--- config.mk ---
export PLATFORM = sky130hd
export DESIGN_NAME = reg_writeback_arbiter
export DESIGN_NICKNAME = d
export VERILOG_FILES = /design/src/rtl/reg_writeback_arbiter_pkg.sv /design/src/rtl/reg_writeback_arbiter_fifo.sv /design/src/rtl/reg_writeback_arbiter.sv
export SDC_FILE = /design/constraint.sdc
export NUM_CORES = 1
export LEC_CHECK = 0
export ABC_AREA = 0
export BUFFER_PORTS_ARGS = -buffer_cell sky130_fd_sc_hd__buf_2
export CAP_MARGIN = 10
export CORE_MARGIN = 2
export CORE_UTILIZATION = 50
export DETAILED_ROUTE_END_ITERATION = 7
export PLACE_DENSITY = 0.72
export SETUP_SLACK_MARGIN = 0.3
export SYNTH_ARGS = -nofsm -noshare
export SYNTH_HDL_FRONTEND = slang
export SYNTH_SLANG_ARGS = --single-unit
--- constraint.sdc ---
create_clock -name clk -period 3.3 [get_ports clk]
set_input_delay 0.33 -clock clk [delete_from_list [all_inputs] [get_ports clk]]
set_output_delay 0.33 -clock clk [all_outputs]
set_load 0.01 [all_outputs]
--- src/rtl/reg_writeback_arbiter_pkg.sv ---
// Shared widths and the writeback entry type for the register-file write port arbiter.
package reg_writeback_arbiter_pkg;

  localparam int REG_AW_DEF     = 5;
  localparam int DATA_W_DEF     = 32;
  localparam int FIFO_DEPTH_DEF = 4;
  localparam int STARVE_MAX_DEF = 8;

  // Entry at the default widths; the top re-declares it locally when widths are overridden.
  typedef struct packed {
    logic [REG_AW_DEF-1:0]  reg_num;
    logic [DATA_W_DEF-1:0]  data;
  } wb_entry_t;

endpackage

--- src/rtl/reg_writeback_arbiter_fifo.sv ---
// Synchronous circular FIFO holding long-latency results until a write slot frees up.
// Pointers carry one extra wrap bit; the occupancy count is registered so full/empty are glitch-free.
module reg_writeback_arbiter_fifo #(
  parameter int WIDTH = 37,
  parameter int DEPTH = 4
) (
  input  logic                       clk,
  input  logic                       reset,
  input  logic                       push,
  input  logic [WIDTH-1:0]           push_data,
  input  logic                       pop,
  output logic [WIDTH-1:0]           head,
  output logic                       full,
  output logic                       empty,
  output logic [$clog2(DEPTH):0]     count
);

  localparam int AW = $clog2(DEPTH);

  logic [WIDTH-1:0] mem [DEPTH];
  logic [AW:0]      wr_ptr;
  logic [AW:0]      rd_ptr;
  logic             do_push;
  logic             do_pop;

  assign full    = (count == (AW+1)'(DEPTH));
  assign empty   = (count == '0);
  assign do_push = push && !full;
  assign do_pop  = pop && !empty;
  assign head    = mem[rd_ptr[AW-1:0]];

  // Pointer and occupancy bookkeeping; simultaneous push and pop leaves count unchanged.
  always_ff @(posedge clk) begin
    if (reset) begin
      wr_ptr <= '0;
      rd_ptr <= '0;
      count  <= '0;
    end else begin
      if (do_push) wr_ptr <= wr_ptr + 1'b1;
      if (do_pop)  rd_ptr <= rd_ptr + 1'b1;
      case ({do_push, do_pop})
        2'b10:   count <= count + 1'b1;
        2'b01:   count <= count - 1'b1;
        default: count <= count;
      endcase
    end
  end

  // Storage array; contents need no reset because the pointers gate visibility.
  always_ff @(posedge clk) begin
    if (do_push) mem[wr_ptr[AW-1:0]] <= push_data;
  end

endmodule

--- src/rtl/reg_writeback_arbiter.sv ---
// Owns the register file write port: pipeline writebacks win, queued long-latency results
// fill idle slots in order. Tracks pending long-latency destinations and raises drain_req
// when the queue head has waited too long so the hazard unit can open a bubble.
module reg_writeback_arbiter
  import reg_writeback_arbiter_pkg::*;
#(
  parameter int DATA_W     = DATA_W_DEF,
  parameter int REG_AW     = REG_AW_DEF,
  parameter int FIFO_DEPTH = FIFO_DEPTH_DEF,
  parameter int STARVE_MAX = STARVE_MAX_DEF
) (
  input  logic                   clk,
  input  logic                   reset,
  input  logic                   wb_valid,
  input  logic [REG_AW-1:0]      wb_reg,
  input  logic [DATA_W-1:0]      wb_data,
  input  logic                   lu_valid,
  output logic                   lu_ready,
  input  logic [REG_AW-1:0]      lu_reg,
  input  logic [DATA_W-1:0]      lu_data,
  input  logic                   iss_valid,
  input  logic [REG_AW-1:0]      iss_reg,
  output logic [2**REG_AW-1:0]   pending,
  output logic                   drain_req,
  output logic                   Write_Enable,
  output logic [REG_AW-1:0]      Write_Reg_Num,
  output logic [DATA_W-1:0]      Write_Data
);

  localparam int ENTRY_W = REG_AW + DATA_W;
  localparam int CNT_W   = $clog2(FIFO_DEPTH) + 1;
  localparam int AGE_W   = $clog2(STARVE_MAX + 1);

  typedef struct packed {
    logic [REG_AW-1:0] reg_num;
    logic [DATA_W-1:0] data;
  } entry_t;

  entry_t              push_entry;
  entry_t              head_entry;
  logic [ENTRY_W-1:0]  head_raw;
  logic                q_full;
  logic                q_empty;
  logic [CNT_W-1:0]    q_count;
  logic                push;
  logic                pop;
  logic                q_waiting;
  logic [AGE_W-1:0]    age_q;
  logic [AGE_W-1:0]    age_nxt;
  logic [2**REG_AW-1:0] pending_nxt;

  assign push_entry = '{reg_num: lu_reg, data: lu_data};
  assign head_entry = entry_t'(head_raw);

  // Held low during reset so the producer never hands off into a queue being cleared.
  assign lu_ready  = !reset && !q_full;
  assign push      = lu_valid && lu_ready;
  assign pop       = !reset && !wb_valid && !q_empty;
  assign q_waiting = (q_count != '0) && !pop;

  reg_writeback_arbiter_fifo #(
    .WIDTH (ENTRY_W),
    .DEPTH (FIFO_DEPTH)
  ) u_fifo (
    .clk       (clk),
    .reset     (reset),
    .push      (push),
    .push_data (push_entry),
    .pop       (pop),
    .head      (head_raw),
    .full      (q_full),
    .empty     (q_empty),
    .count     (q_count)
  );

  // Registered write port: pipeline first, then queue head; reg 0 never gets an enable.
  always_ff @(posedge clk) begin
    if (reset) begin
      Write_Enable  <= 1'b0;
      Write_Reg_Num <= '0;
      Write_Data    <= '0;
    end else if (wb_valid) begin
      Write_Enable  <= (wb_reg != '0);
      Write_Reg_Num <= wb_reg;
      Write_Data    <= wb_data;
    end else if (pop) begin
      Write_Enable  <= (head_entry.reg_num != '0);
      Write_Reg_Num <= head_entry.reg_num;
      Write_Data    <= head_entry.data;
    end else begin
      Write_Enable  <= 1'b0;
    end
  end

  // Scoreboard next state: clear on pop, then set on issue so a same-cycle set wins.
  always_comb begin
    pending_nxt = pending;
    if (pop) pending_nxt[head_entry.reg_num] = 1'b0;
    if (iss_valid && (iss_reg != '0)) pending_nxt[iss_reg] = 1'b1;
    pending_nxt[0] = 1'b0;
  end

  // Scoreboard register.
  always_ff @(posedge clk) begin
    if (reset) pending <= '0;
    else       pending <= pending_nxt;
  end

  // Head age: counts stalled cycles, clears on pop or empty, saturates at the threshold.
  always_comb begin
    age_nxt = '0;
    if (q_waiting) begin
      if (age_q < AGE_W'(STARVE_MAX)) age_nxt = age_q + 1'b1;
      else                            age_nxt = age_q;
    end
  end

  // Age counter and its registered threshold flag move together, so drain_req drops right after a pop.
  always_ff @(posedge clk) begin
    if (reset) begin
      age_q     <= '0;
      drain_req <= 1'b0;
    end else begin
      age_q     <= age_nxt;
      drain_req <= (age_nxt >= AGE_W'(STARVE_MAX));
    end
  end

endmodule
==> results of run 1 <==
power by group through the flow:
stage | combinational (uW) | sequential [uW] | clock (uW)
6_report | 771 | 3260 | 2830
3_5_place_dp | 768 | 3320 | 0
2_1_floorplan | 468 | 3330 | 0
5_1_grt | 840 | 3270 | 2990
3_3_place_gp | 738 | 3310 | 0
4_1_cts | 773 | 3260 | 2870
per-layer routing:
metal,global-route usage (%),part of all wire (%)
met5,0,0.061
met4,6.59,2.1
met3,4.77,8.7
met2,37.9,51
met1,27.5,39
cells in the final DEF, fill, tap and decap left out, types with 5 or more instances in the layout:
| cell type | instances |
|---|---|
| a211oi_1 | 8 |
| a221oi_1 | 37 |
| nor3_1 | 11 |
| nor2_1 | 59 |
| a21oi_1 | 59 |
| a21boi_0 | 8 |
| mux4_2 | 37 |
| ha_1 | 6 |
| edfxtp_1 | 148 |
| a311oi_1 | 23 |
| nor2b_1 | 5 |
| buf_4 | 12 |
| clkinv_2 | 5 |
| clkbuf_16 | 25 |
| inv_1 | 45 |
| buf_2 | 154 |
| nand2_1 | 41 |
| dfxtp_1 | 81 |
per-stage QoR:
step	utilization, %	worst slack (ns)	hold WS (ns)	total power (uW)
final	61.2	0.821	0.0461	6850
after global routing	61.2	0.556	0.0280	7090
after CTS	61.2	0.773	0.0277	6900
after detailed placement	56.4	0.764	0.487	4080
after global placement	56.4	0.893	0.475	4040
after floorplan	-	0.872	0.429	3790
worst min path at each step:
stage / cells after the start / to / slack (ns)
final: 1 / u_fifo.mem[2][29]$_DFFE_PP_ / 0.05
after global routing: 1 / u_fifo.mem[2][1]$_DFFE_PP_ / 0.03
after CTS: 1 / u_fifo.mem[2][1]$_DFFE_PP_ / 0.03
after detailed placement: 2 / pending[28]$_SDFF_PP0_ / 0.49
after global placement: 2 / pending[28]$_SDFF_PP0_ / 0.47
after floorplan: 0 / u_fifo.mem[0][0]$_DFFE_PP_ / 0.43
area by class of cell:
| cell class | instances | area (um^2) |
|---|---|---|
| fill | 1358 | 6940 |
| timing repair buffer | 166 | 861 |
| inverter | 46 | 173 |
| tap | 229 | 287 |
| antenna | 2 | 5.00 |
| clock buffer | 30 | 684 |
| sequential | 231 | 6110 |
| multi-input combinational | 337 | 2670 |
| clock inverter | 15 | 175 |
sequential cells by signal, indices dropped and copies added, names as in the netlist, named ones only:
signal,count
u_fifo.rd_ptr,2
age_q,4
Write_Enable,1
Write_Reg_Num,5
u_fifo.count,3
u_fifo.wr_ptr,2
u_fifo.mem,148
pending,31
Write_Data,32
drain_req,1
critical path: stages (launching register included):
cell	delay, ns
dfxtp_1	0.41
nor2_1	0.10
a211oi_1	0.73
and2_2	0.41
buf_4	0.46
kinds of logic (layout without fill, tap and decap cells):
family	count (synthesis)	after routing	synth area share (%)
other	1	3	0.0411
adders and majority gates	7	7	1.04
AOI/OAI and AO/OA	142	142	10.9
and+or+nand+nor	143	143	7.31
xor gates and xnor gates	6	6	0.576
muxes	38	38	9.25
buffers and inverters	91	257	3.94
DFF	231	231	66.9
==> run metrics, run 1 <==
status finished clean; WP data required 3.44 ns; Cell variety after synth 45; post-CTS setup buffer count 0; critical path data arrival time 2.62 ns; internal power 5210 uW; WL/cell 20.3 um; Pre-antenna DRT Iters 5; worst setup path endpoint u_fifo.mem[3][17]$_DFFE_PP_; Max Slew Vio Count 0; H-tree depth 1; Die Y 139 um; initial antenna violation count 4; YS warnings 0; FF+latch count, synth 231; vias in the first global route 6346; placed wire-length estimate 14.2 mm; Port Buffer Count 154; Yosys top cell area share 48.7%; Sequential Power Share 47.5%; Max clock buf depth 3; core area 17900 um^2; syn_nets 750; area of the mapped netlist 9120 um^2; r2r endpoint u_fifo.mem[3][17]$_DFFE_PP_; post-synth top area cell edfxtp_1; Worst slew margin 29.4%; Period minus WS final 2.48 ns; r2r worst-path depth 4; cts hold-fix bufs 0; GRT overflow 0; hold_sp lu_data[29]; Initial Utilization 51.0%; Critical Path Start u_fifo.count[0]$_SDFFE_PP0P_; maximum vdd drop 0.426 mV; most common flop cell mapped by yosys edfxtp_1; final wirelength 21.4 mm; num rows 49; DRC viols 0; top-count cell post-synth edfxtp_1; Clk pin slew, worst setup/hold paths 0.06 ns; first-pass GRT wire length 33.6 mm; Total GRT Usage 21.8%; Switch Pwr 1640 uW; R2R Path Start u_fifo.count[0]$_SDFFE_PP0P_; R2R Setup Slk 0.82 ns; Placed Instances 1009; Synth area leaders edfxtp_1 (49%), dfxtp_1 (18%), mux4_2 (9.1%); cell count after synthesis 659; DR iter-0 viols 382; setup_tns 0 ns; Die ar. 19300 um^2; worst-case clock skew 0.00812 ns; Power Density 625 nW/um^2; post-cts sizing count 0; Fmax 403 MHz; type of the most critical hold path in -> reg; maxcap violations 0; Nets 898; pin count of the biggest net entering global routing 81; design area 11000 um^2; Worst-Margin Slew 1.04 ns; post-route insts no fill 1056; clk root buf clkbuf_16; kind of start point of the critical path flop; worst-path fanout max 30; asr flop ratio synth 0%; I/O pin count 156; path type of the worst setup path reg -> reg; worst skew pair latency 0.50 ns; CTS tree yes; Hold Vio Cnt, Final 0; CP Capture Type flop; Clock power frac 41.2%; Die X-Extent 139 um; Layout area overhead 20.2%; CTS buffer count 25; Avg Inst Size Synth 13.8 um^2; CTS Sinks 231; Final GP Congestion 0.882; routed via count 6235; Leak Pwr 0.00408 uW; Post-synth EDFFs 148; Comb pwr share 11.2%; Final period util 75.1%; ANT nets after route 0; Sw Ratio 23.9%; final setup fails 0; Seq/Total Area, Yosys 66.9%; RSZ-0062 raised after global routing false; Area after DPL 10100 um^2; layout cells sized above 1 31.2%; average vias per placed instance 5.90; top post-synthesis cells by count edfxtp_1 (148), dfxtp_1 (83), a21oi_1 (59), nor2_1 (59), inv_1 (45)
Note: power is estimated with default switching activity, not from simulation.
==> run 2, diff against run 1 <==
- ABC_AREA: 0 -> 1
- clock period: 3.3 -> 2.6 ns (I/O delays scaled with it)
==> run 2 against run 1 <==
  * Critical path depth rose by 7
  * Die area rose by 0.84%
  * Power is 22% higher
  * Global-route usage shrank 0.10 points
  * Synthesized cell count rose by 35%
  * Routed wire length up 0.76%
  * Cell area rose by 4.1%
  * Critical path type unchanged
  * Highest routed layer unchanged
==> run metrics, run 2 <==
routed via count 7040; area of the mapped netlist 9200 um^2; asr flop ratio synth 0%; adder-cell share of the synthesized area 1.03%; Post-synth EDFFs 148; ANT nets after route 0; most frequent cells in the layout nand2_1 (156), buf_2 (154), edfxtp_1 (148), nor2_1 (126), o21ai_0 (108); CTS tree yes; placed wire-length estimate 13.2 mm; Max clock buf depth 3; WP data required 2.98 ns; CTS buffer count 23; Largest stage delay, worst path 0.37 ns; Die X-Extent 140 um; Seq/Total Area, Yosys 66.4%; num rows 49; Final period util 81.0%; setup_tns 0 ns; worst skew pair latency 0.51 ns; Design Power 8350 uW; YS warnings 0; post-synth top area cell edfxtp_1; Power Density 732 nW/um^2; Synth Area in XOR/XNOR 0.0952%; vias in the first global route 6687; Layout area overhead 23.9%; most common cell after layout, fill and taps aside nand2_1; Port Buffer Count 154; Layout fillers 1464; layout cells sized above 1 21.1%; GRT overflow 0; met3 Use GR 4.27%; type of the most critical hold path in -> reg; maximum vdd drop 0.512 mV; Worst slew margin 55.1%; Cell variety after synth 31; crit path cell chain nor2_4, a21oi_1, nand2_1, buf_4, ha_1, inv_1, fa_1, a21oi_1, o21ai_0, o21ai_1, a21oi_1; final setup fails 0; first-pass GRT wire length 34.2 mm; Slowest-stage cell, CP fa_1; average vias per placed instance 5.32; Nets 1168; Sequential Power Share 49.2%; Worst path most repeated cell a21oi_1; Leak Pwr 0.00441 uW; core area 18000 um^2; clk root buf clkbuf_16; Comb pwr share 9.6%; Synth area leaders edfxtp_1 (48%), dfxtp_1 (18%), nand2_1 (6.4%); I/O pin count 156; mux cell area share after synthesis 0%; Clock power frac 41.2%; top-count cell post-synth nand2_1; syn_nets 981; H-tree depth 1; Die ar. 19500 um^2; Die Y 140 um; Sw Ratio 23.2%; worst-path fanout max 9; Period minus WS final 2.11 ns; CP Capture Type flop; worst-case clock skew 0.00788 ns; Total GRT Usage 21.7%; pin count of the biggest net entering global routing 49; Synth Area in Simple Gates 14.5%; compound-cell area share of the yosys netlist 13.7%; met1 Use GR 29.1%; Worst-Margin Slew 0.671 ns; Switch Pwr 1930 uW; internal power 6420 uW; path type of the worst setup path reg -> reg; FF+latch count, synth 231; hold slack 0.0493 ns; top post-synthesis cells by count nand2_1 (156), edfxtp_1 (148), nor2_1 (130), o21ai_0 (108), dfxtp_1 (83); WL/cell 16.3 um; RSZ-0062 raised after global routing false; kind of start point of the critical path flop; CTS Sinks 231; cell count after synthesis 890; DR iter-0 viols 478; Fmax 475 MHz; status finished clean; Initial Utilization 51.0%; met2 usage 36.9%; critical path data arrival time 2.49 ns; GRT busiest layer met2; largest family of logic cells by synthesized area simple AND/OR/NAND/NOR gates; post-CTS setup buffer count 0; Max Slew Vio Count 0; final wirelength 21.6 mm; DRC viols 0; Avg Inst Size Synth 10.3 um^2; initial antenna violation count 2; number of flip-flops in the largest register 148; Final GP Congestion 0.794; Hold Vio Cnt, Final 0; Pre-antenna DRT Iters 5; Yosys top cell area share 48.3%; maxcap violations 0; most common flop cell mapped by yosys edfxtp_1; Clk pin slew, worst setup/hold paths 0.06 ns
-- run 2: worst paths after layout --
kind	start	end	slack, ns	cells after the start
max	u_fifo.count[0]$_SDFFE_PP0P_	u_fifo.count[2]$_SDFFE_PP0P_	0.49	11
min	wb_data[8]	Write_Data[8]$_SDFFE_PP0P_	0.05	3
max reg2reg	u_fifo.count[0]$_SDFFE_PP0P_	u_fifo.count[2]$_SDFFE_PP0P_	0.49	11
min reg2reg	pending[15]$_SDFF_PP0_	pending[15]$_SDFF_PP0_	0.46	2
-- run 2: metrics by stage --
stage / util (%) / cells / setup WS, ns / area (um^2)
after floorplan: - / 890 / 0.200 / 9210
after global placement: 56.7 / 1242 / 0.530 / 10200
after detailed placement: 56.7 / 1242 / 0.479 / 10200
after CTS: 63.2 / 1322 / 0.452 / 11400
after global routing: 63.3 / 1323 / 0.321 / 11400
final: 63.3 / 1323 / 0.494 / 11400
-- run 2: what timing repair did --
item / CTS / global route
hold endpoints to repair: 150 / 0
hold buffers: 39 / 0
setup endpoints to repair: 0 / 12
resized for setup: 0 / 1
-- run 2: routing by layer --
layer  vias to the layer above  wire length (um)  share of wire (%)
li1                       3469                 -                  -
met5                         -                11              0.051
met3                        29              1650                7.6
met4                         2               299                1.4
met2                       243             10300                 48
met1                      3297              9290                 43
-- run 2: power groups by stage --
stage / logic [uW] / registers (uW) / clock network [uW]
floorplan: 444 / 4200 / 0
global route: 894 / 4120 / 3660
detailed placement: 754 / 4180 / 0
finish: 803 / 4110 / 3440
global placement: 741 / 4180 / 0
CTS: 804 / 4110 / 3500
-- run 2: worst max-delay path: cells and delay by family, from the launching register on --
| family | cells | cell delay [ns] |
|---|---|---|
| buffers and inverters | 2 | 0.27 |
| flip-flops | 1 | 0.35 |
| AND/OR/NAND/NOR | 2 | 0.26 |
| adder cells (fa/ha/maj) | 2 | 0.55 |
| AO/OA/AOI/OAI | 5 | 0.56 |
-- run 2: final cells by class --
class / instances / area, um^2 / share of cell area (%)
multi-input combinational: 575 / 2730 / 24.0
sequential: 231 / 6110 / 53.6
clock buffer: 29 / 618 / 5.42
tap: 229 / 287 / 2.51
clock inverter: 12 / 163 / 1.43
inverter: 36 / 140 / 1.23
antenna: 1 / 2.50 / 0.0219
timing repair buffer: 210 / 1350 / 11.8
-- run 2: logic make-up after synthesis --
kind of cell / count (synthesis)
xor gates and xnor gates: 1
and+or+nand+nor: 326
adders and majority gates: 7
other: 1
DFF: 231
AOI/OAI and AO/OA: 240
buffers and inverters: 84
==> run 3, diff against run 2 <==
- PLACE_DENSITY: 0.72 -> 0.75
- clock period: 2.6 -> 1.9 ns (I/O delays scaled with it)
==> run 3 against run 2 <==
  * Die area did not move
  * Clock power rose by 34%
  * Routed wire length rose by 16%
  * Flip-flop and latch count did not move
  * First-iteration DRC count rose by 11%
  * Sequential share of layout area fell by 4.0 points
  * Register-to-register slack got worse by 0.33 ns
  * Global-route usage rose by 1.5 points
  * Maximum frequency rose by 21%
  * Cell area rose by 8.2%
  * Critical path depth fell by 1
==> run metrics, run 3 (synthesis results as in run 2) <==
Final period util 91.5%; average vias per placed instance 5.52; DRC viols 0; Hold Vio Cnt, Final 0; Fmax 575 MHz; core area 18000 um^2; most frequent cells in the layout buf_2 (154), edfxtp_1 (148), nand2_1 (145), nor2_1 (105), o21ai_0 (86); maxcap violations 0; Max clock buf depth 3; number of flip-flops in the largest register 148; placed wire-length estimate 14.7 mm; clk root buf clkbuf_16; Comb pwr share 12.3%; final wirelength 25.0 mm; Final WS setup 0.162 ns; Nets 1214; Max Slew Vio Count 0; path type of the worst setup path reg -> reg; num rows 49; Total GRT Usage 23.2%; internal power 8850 uW; first-pass GRT wire length 36.3 mm; CTS Sinks 231; CTS tree yes; initial antenna violation count 2; Worst slew margin 58.8%; H-tree depth 1; kind of start point of the critical path flop; Sw Ratio 24.2%; Switch Pwr 2830 uW; Layout fillers 1285; layout cells sized above 1 28.3%; type of the most critical hold path in -> reg; worst-path fanout max 7; Clock power frac 39.6%; Power Density 946 nW/um^2; WL/cell 18.2 um; footprint of the multi-input gates 3000 um^2; most common cell after layout, fill and taps aside buf_2; Worst-Margin Slew 0.615 ns; DR iter-0 viols 530; Leak Pwr 0.00476 uW; CTS buffer count 24; critical path data arrival time 2.10 ns; worst skew pair latency 0.51 ns; routed via count 7569; final setup fails 0; pin count of the biggest net entering global routing 47; RSZ-0062 raised after global routing true; Initial Utilization 51.0%; Die Y 140 um; CP Capture Type flop; pre-CTS setup slack 0.0538 ns; register area 6120 um^2; vias in the first global route 6920; Port Buffer Count 154; ANT nets after route 0; Die X-Extent 140 um; Period minus WS final 1.74 ns; maximum vdd drop 0.750 mV; setup_tns 0 ns; Final GP Congestion 0.835; worst-case clock skew 0.0102 ns; Sequential Power Share 48.1%; I/O pin count 156; Die ar. 19500 um^2; WP data required 2.27 ns; Pre-antenna DRT Iters 5; Clk pin slew, worst setup/hold paths 0.06 ns; Layout area overhead 34.2%; status finished clean; GRT overflow 0
[run 3: cell count changes in the layout (fill, tap and decap cells not counted), moves of 10 or more]
cell,previous run,this run
nor2_1,126,105
dlygate4sd3_1,39,50
nor2_2,1,11
nand2_1,156,145
nor2_4,9,20
buf_4,12,24
o21ai_1,17,32
o21ai_0,108,86
[run 3: worst paths after layout]
path              slack (ns)                    startpoint  cells after the start                          end
hold reg to reg         0.45        pending[22]$_SDFF_PP0_                      2       pending[22]$_SDFF_PP0_
setup / recovery        0.16  u_fifo.count[1]$_SDFFE_PP0P_                     10  Write_Data[13]$_SDFFE_PP0P_
setup reg to reg        0.16  u_fifo.count[1]$_SDFFE_PP0P_                     10  Write_Data[13]$_SDFFE_PP0P_
hold / removal          0.02                     wb_reg[3]                      3      Write_Enable$_SDFF_PP0_
[run 3: metal layers]
metal	global-route usage [%]	share of wire [%]
met1	30.8	40
met3	2.99	6.9
met4	6.05	2.4
met2	40.5	50
met5	0	0
[run 3: power groups by stage]
stage	Sequential, uW	Combinational, uW	Clock (uW)
after floorplan	5750	625	0
after global placement	5710	1080	0
after detailed placement	5720	1100	0
after CTS	5620	1230	4670
after global routing	5640	1540	4870
final	5620	1440	4620
[run 3: metrics by stage]
| stage | hold WS, ns | cells | util (%) | cell area, um^2 | power (uW) |
|---|---|---|---|---|---|
| floorplan | 0.289 | 890 | - | 9270 | 6370 |
| global placement | 0.405 | 1252 | 57.5 | 10400 | 6790 |
| detailed placement | 0.408 | 1252 | 57.5 | 10400 | 6820 |
| CTS | 0.00712 | 1352 | 65.3 | 11800 | 11500 |
| global route | 0.0201 | 1372 | 68.5 | 12300 | 12000 |
| finish | 0.0201 | 1372 | 68.5 | 12300 | 11700 |
[run 3: area by class of cell]
| type | count | share of cell area [%] |
|---|---|---|
| sequential | 231 | 49.6 |
| clock buffer | 30 | 5.38 |
| timing repair buffer | 255 | 16.0 |
| clock inverter | 14 | 1.00 |
| tap | 229 | 2.32 |
| inverter | 36 | 1.32 |
| antenna | 2 | 0.0405 |
| multi-input combinational | 575 | 24.3 |
[run 3: critical path: stages, from the launching register on]
cell and delay (ns):
dfxtp_2 0.34, nor2_4 0.18, a21oi_4 0.10, buf_6 0.13
buf_8 0.12, nor2_4 0.17, buf_6 0.16, buf_12 0.15
nor2_2 0.05, o21ai_1 0.09, a21oi_1 0.09
[run 3: what timing repair did]
action / 4_1_cts / 5_1_grt
endpoints found under the hold margin: 161 / 0
cloned: 1 / 8
resized for setup: 20 / 96
buffers inserted: 5 / 10
pin swaps: 10 / 43
hold buffers: 50 / 0
endpoints found under the setup margin: 169 / 132
